==> src/rtl/deserializer_1to64_serdes.sv <==
// rtl/deserializer_1to64_serdes.sv - 1:64 serial-to-parallel deserializer with two-word output FIFO (optional parity: DESER_PARITY_EN)
module deserializer_1to64_serdes (
  input  logic        clk_serial,
  input  logic        rst,
  input  logic        serial_in,
  input  logic        serial_valid,
  input  logic        sof,
  output logic [63:0] data_out,
  output logic        valid_out,
  input  logic        ready_in,
  output logic        overflow,
  output logic        frame_err,
  output logic        parity_err
);

`ifdef DESER_PARITY_EN
  localparam logic [6:0] LAST_IDX = 7'd64;
`else
  localparam logic [6:0] LAST_IDX = 7'd63;
`endif

  typedef enum logic {IDLE, SHIFT} state_t;

  state_t      state_q, state_d;
  logic [6:0]  bit_count_q, bit_count_d;
  logic [63:0] shift_q, shift_d;
  logic [63:0] shifted;
  logic        word_done;
  logic        done_par;
  logic        frame_err_q, frame_err_d;
  logic        overflow_q, overflow_d;
  logic [63:0] buf0_q, buf0_d, buf1_q, buf1_d;
  logic        par0_q, par0_d, par1_q, par1_d;
  logic        full0_q, full0_d, full1_q, full1_d;
`ifdef DESER_PARITY_EN
  logic        par_q, par_d;
`endif

  // The parity bit (index 64) is not shifted into the data word.
  assign shifted = (bit_count_q < 7'd64) ? {shift_q[62:0], serial_in} : shift_q;

  // Frame assembly: IDLE waits for sof, SHIFT counts bits and restarts on a mid-word sof.
  always_comb begin
    state_d     = state_q;
    bit_count_d = bit_count_q;
    shift_d     = shift_q;
    word_done   = 1'b0;
    frame_err_d = 1'b0;
    done_par    = 1'b0;
`ifdef DESER_PARITY_EN
    par_d       = par_q;
    done_par    = par_q ^ serial_in;
`endif
    if (serial_valid) begin
      case (state_q)
        IDLE: begin
          if (sof) begin
            state_d     = SHIFT;
            shift_d     = {63'b0, serial_in};
            bit_count_d = 7'd1;
`ifdef DESER_PARITY_EN
            par_d       = serial_in;
`endif
          end
        end
        SHIFT: begin
          if (sof && (bit_count_q != 7'd0)) begin
            frame_err_d = 1'b1;
            shift_d     = {63'b0, serial_in};
            bit_count_d = 7'd1;
`ifdef DESER_PARITY_EN
            par_d       = serial_in;
`endif
          end else begin
            shift_d = shifted;
`ifdef DESER_PARITY_EN
            par_d   = par_q ^ serial_in;
`endif
            if (bit_count_q == LAST_IDX) begin
              word_done   = 1'b1;
              bit_count_d = 7'd0;
`ifdef DESER_PARITY_EN
              par_d       = 1'b0;
`endif
            end else begin
              bit_count_d = bit_count_q + 7'd1;
            end
          end
        end
        default: state_d = IDLE;
      endcase
    end
  end

  // Two-entry FIFO: pop first so a simultaneous pop frees room for the completing word.
  always_comb begin
    buf0_d     = buf0_q;
    buf1_d     = buf1_q;
    par0_d     = par0_q;
    par1_d     = par1_q;
    full0_d    = full0_q;
    full1_d    = full1_q;
    overflow_d = 1'b0;
    if (full0_q && ready_in) begin
      buf0_d  = buf1_q;
      par0_d  = par1_q;
      full0_d = full1_q;
      buf1_d  = 64'b0;
      par1_d  = 1'b0;
      full1_d = 1'b0;
    end
    if (word_done) begin
      if (!full0_d) begin
        buf0_d  = shifted;
        par0_d  = done_par;
        full0_d = 1'b1;
      end else if (!full1_d) begin
        buf1_d  = shifted;
        par1_d  = done_par;
        full1_d = 1'b1;
      end else begin
        overflow_d = 1'b1;
      end
    end
  end

  // State and buffer registers; reset discards everything.
  always_ff @(posedge clk_serial or posedge rst) begin
    if (rst) begin
      state_q     <= IDLE;
      bit_count_q <= 7'd0;
      shift_q     <= 64'b0;
      frame_err_q <= 1'b0;
      overflow_q  <= 1'b0;
      buf0_q      <= 64'b0;
      buf1_q      <= 64'b0;
      par0_q      <= 1'b0;
      par1_q      <= 1'b0;
      full0_q     <= 1'b0;
      full1_q     <= 1'b0;
    end else begin
      state_q     <= state_d;
      bit_count_q <= bit_count_d;
      shift_q     <= shift_d;
      frame_err_q <= frame_err_d;
      overflow_q  <= overflow_d;
      buf0_q      <= buf0_d;
      buf1_q      <= buf1_d;
      par0_q      <= par0_d;
      par1_q      <= par1_d;
      full0_q     <= full0_d;
      full1_q     <= full1_d;
    end
  end

`ifdef DESER_PARITY_EN
  // Running XOR of the frame bits received so far.
  always_ff @(posedge clk_serial or posedge rst) begin
    if (rst) par_q <= 1'b0;
    else     par_q <= par_d;
  end
`endif

  assign data_out   = buf0_q;
  assign valid_out  = full0_q;
  assign parity_err = par0_q;
  assign overflow   = overflow_q;
  assign frame_err  = frame_err_q;

endmodule

==> config.mk <==
export PLATFORM = sky130hd
export DESIGN_NAME = deserializer_1to64_serdes
export DESIGN_NICKNAME = d
export VERILOG_FILES = /design/src/rtl/deserializer_1to64_serdes.sv
export SDC_FILE = /design/constraint.sdc
export NUM_CORES = 1
export LEC_CHECK = 0
export BUFFER_PORTS_ARGS = -buffer_cell sky130_fd_sc_hd__buf_2
export CORE_MARGIN = 5
export CORE_UTILIZATION = 25
export CTS_CLUSTER_DIAMETER = 150
export DETAILED_ROUTE_END_ITERATION = 16
export PLACE_DENSITY = 0.51
export SYNTH_ARGS = -nofsm -noshare
export SYNTH_HDL_FRONTEND = slang
export SYNTH_SLANG_ARGS = --single-unit
==> constraint.sdc <==
create_clock -name clk_serial -period 12.7 [get_ports clk_serial]
set_input_delay 0.635 -clock clk_serial [delete_from_list [all_inputs] [get_ports clk_serial]]
set_output_delay 0.635 -clock clk_serial [all_outputs]
set_load 0.01 [all_outputs]
======== Word-level counts from Yosys, hierarchy flattened ========
Index checks and enable logic that the tools add are counted.
storage, ports and cells
  bits in registers ....................... 206
  input port bits ......................... 6
  output and inout port bits .............. 68
  logic and storage cells ................. 59
cells by class
  add/subtract/negate cells ............... 1
  magnitude comparators ................... 1
  equality and inequality tests ........... 2
  multiplexer cells ....................... 39
  bitwise gates (word level) .............. 1
  reductions and logical operators ........ 4
operators with widths
  cell                   number
  $mux W64               10
  $pmux W64 S2           1
  $mux W1                24
  $mux W7                3
  $pmux W7 S2            1
  $add A7 B1 Y7 const B  1
  $eq A7 B6 Y1 const B   1
  $lt A7 B7 Y1 const B   1
  $reduce_bool A7 Y1     1
  $logic_and A1 B1 Y1    2
  $ne A2 B2 Y1 const B   1
  $reduce_and A2 Y1      1
  $not A1 Y1             1

======== Longest topological paths before layout ========
  depth after elaboration ................. 6
  depth in mapped cells ................... 9
  mapped depth without buffers ............ 6

======== Worst setup path before layout ========
No wires, ideal clock.
  path kind ............................... input-to-reg
  from .................................... in serial_valid
  to ...................................... reg buf1_q[53]
  library setup time ...................... 0.076 ns
  data arrival time ....................... 1.857 ns
  required time ........................... 12.624 ns
  setup slack ............................. 10.766 ns
  stages .................................. 6
  path buffers ............................ 2
  path through ............................ buf_2 and3_1 nand3_1 clkbuf_1 or4b_1 o21ai_1
on the way
  cells in the longest elaborated chain, start to end .. 2
RTL lines
  element               line  text
  start, declared       6     input logic serial_valid,
  $mux W1               54    if (serial_valid) begin
  $mux W64              112   if (word_done) begin
  named net buf1_d[53]  32    logic [63:0] buf0_q, buf0_d, buf1_q, buf1_d;
  end signal, assigned  148   buf1_q <= buf1_d;
  end, declared         32
The timed path passes the listed nets, and every way through them passes these cells.
A chain may end at the register's enable or synchronous reset.

======== Worst setup path after layout ========
  from .................................... reg bit_count_q[6]
  to ...................................... reg buf1_q[7]
on the way
  cells in the longest elaborated chain, start to end .. 6
RTL lines
  element                                               line  text
  start, declared                                       25    logic [6:0] bit_count_q, bit_count_d;
  start signal, assigned                                143   bit_count_q <= bit_count_d;
  branches (longest 5 deep; another with $lt A7 B7 Y1)  --
  $mux W64 (*)                                          112
  named net buf1_d[7]                                   32
Mark *: on every way through the listed nets, which the timed path passes.

==> flow_summary.yaml <==
drt:
  route.vias.total: 6402
  drt_iter0_drc: 486
  vias_per_cell: 4.68
  wl_um: 23400
  firstDrtPassIters: 5
  routedWlPerCell_um: 17.1
  drcViolationCount: 0
  drt.antenna.violating_nets: 0
grt:
  grt_pass1_vias: 6690
  grt_usage_pct: 10.6
  grt_max_degree: 138
  grt_pass1_wl_um: 38500
  antenna_found_initial: 1
  gr-total-overflow: 0
clock_network:
  cts-resized-gates: 0
  clock_path_buffers: 3
  postCtsHoldBufs: 0
  numCtsBuffers: 24
  clock-sinks: 206
  cts_tree: "yes"
  post-cts-setup-buffers: 0
  worstSkewPairLatency_ns: 0.51
  clkTransAtPathRegs_ns: 0.06
  h-tree-depth: 1
  cts_root_buf: "clkbuf_16"
sta:
  setup_ws_ns: 9.60
  tightest_slew_ns: 1.09
  setup_viol: 0
  fin_skew_ns: 0.00760
  slew_headroom_pct: 27.4
  period_share_pct: 24.4
  hold_violations: 0
  fin_setup_tns_ns: 0
  max_freq_ghz: 0.322
  slew_viol_final: 0
  rsz0062_at_grt: "false"
  finalCriticalPeriod_ns: 3.10
synthesis:
  synth_flop_cell: "dfrtp_1"
  synthArstFlopShare_pct: 100
  yosys.area.top_type: "dfrtp_1"
  ys_types: 45
  syn_avg_cell_area_sq_um: 12.2
  synth_area_sq_um: 9700
  synth_edf_count: 0
  synth.most_common_cell: "dfrtp_1"
  yosys-top-cells-area: "dfrtp_1 (53%), mux2i_1 (20%), or4b_1 (6.4%)"
  ys_top_cells_by_count: "dfrtp_1 (206), mux2i_1 (190), nand2_1 (70), a22o_1 (62), or4b_1 (62)"
  ys_seq_area_share_pct: 53.1
  syn-num-nets: 801
  yosysWarnings: 0
  postSynthCellCount: 793
  netlist.area_leader.share_pct: 53.1
  synth-seq-cells: 206
placement:
  dpl.hpwl_um: 13200
  io_buffers: 73
  pre_cts_slack_ns: 9.54
  routabilityCongestion: 0.710
floorplanning:
  dieArea_sq_um: 42900
  die_h_um: 207
  start_util_pct: 25.2
  die_x_um: 207
  coreArea_sq_um: 38600
  row_count: 72
  io_pins: 74
min_path:
  hold_path_class: "in -> async"
status:
  status: "finished, final reports clean"
finish:
  nets: 841
  drive_gt1_share_pct: 16.3
  num_antenna_cells: 0
  area_growth_pct: 15.4
pwr:
  powerDensity_nw_per_um2: 128
  p_leak_nw: 5.19
  ir_drop_v: 0.0000614
worst_setup_path:
  crit_fanout: 65
  endpoint_kind: "flop"
  start_kind: "flop"
  crit_slowest_cell: "buf_4"
  path_cells: "and2b_1 -> a21boi_4 -> buf_4 -> nor3_2 -> buf_4 -> o21ai_1"
  arrival_ns: 3.46
  required_ns: 13.06
  max_stage_delay_ns: 0.66
  path_common_cell: "buf_4"
  worst-setup-path-type: "reg -> reg"
flow_run:
  cap_violations: 0
## worst max-delay path, delay by kind of cell, from the launching register on
kind,cells,cell delay (ns)
AO/OA/AOI/OAI,2,0.24
buffers and inverters,2,1.02
flip-flops,1,0.65
AND/OR/NAND/NOR,2,0.97
## cell families (layout without fill, tap and decap cells)
kind of cell    count (synthesis)  after routing  share of synthesized area, %
flops                         206            206                          53.1
mux                           194            194                          20.1
simple gates                  167            167                          11.3
compound gates                143            143                          10.2
buf+inv                        76            132                          4.53
xor+xnor                        5              5                         0.451
fa+ha+maj                       2              2                         0.258
## registers in the layout (all words and copies together), names as in the netlist, 7 cells and up
signal,cells
buf1_q,64
data_out,64
bit_count_q,7
shift_q,64
## final cells by class
cell class              instances  area (sq um)
clock buffers                  37           731
clock inverters                 5          27.5
fillers                      4021         27400
inverters                       6          30.0
multi-input cells             511          4160
flip-flops and latches        206          5160
well taps                     518           648
repair buffers                 84           448
## power by group
part / leakage [nW] / internal (mW) / switching, mW
sequential: 2.86 / 0.666 / 0.0121
combinational: 1.96 / 0.0249 / 0.0714
clock: 0.374 / 0.393 / 0.267
total: 5.19 / 1.08 / 0.350
## metrics by stage
stage / std cells / hold slack, ns / power [mW] / area [sq um] / util, %
after CTS: 1367 / 0.408 / 1.46 / 11200 / 29.1
after detailed placement: 1325 / 0.491 / 0.788 / 10400 / 27.1
final: 1367 / 0.302 / 1.43 / 11200 / 29.1
after floorplan: 793 / 0.470 / 0.766 / 9700 / -
after global routing: 1367 / 0.415 / 1.49 / 11200 / 29.1
after global placement: 1325 / 0.499 / 0.788 / 10400 / 27.1
## layout by cell type, fill, tap and decap left out, drive strengths merged, types with 3 or more instances in the layout
| cell type | n |
|---|---|
| dfrtp | 206 |
| nor2 | 11 |
| clkbuf | 37 |
| mux2 | 4 |
| nor3 | 3 |
| inv | 6 |
| clkinv | 4 |
| nand3 | 4 |
| nand2 | 70 |
| a22o | 62 |
| a21oi | 3 |
| or4b | 62 |
| mux2i | 190 |
| xnor2 | 5 |
| buf | 84 |
| and3 | 4 |
| o21ai | 67 |
## final timing paths
path,slack [ns],depth (start not counted),end,from
setup / recovery,9.60,6,buf1_q[7],bit_count_q[6]
hold / removal,0.30,2,data_out[52],rst
setup reg to reg,9.60,6,buf1_q[7],bit_count_q[6]
hold reg to reg,0.51,2,buf1_q[25],buf1_q[25]
max in group asynchronous,10.93,3,data_out[22],rst
min in group clk_serial,0.42,2,shift_q[0],serial_in
## metal layers
layer	part of all wire, %	global-route usage, %
met1	48	15.6
met2	45	16.3
met3	4.8	2.33
met4	1.6	2.07
met5	0.030	0
Power figures use the tool's default switching activity.
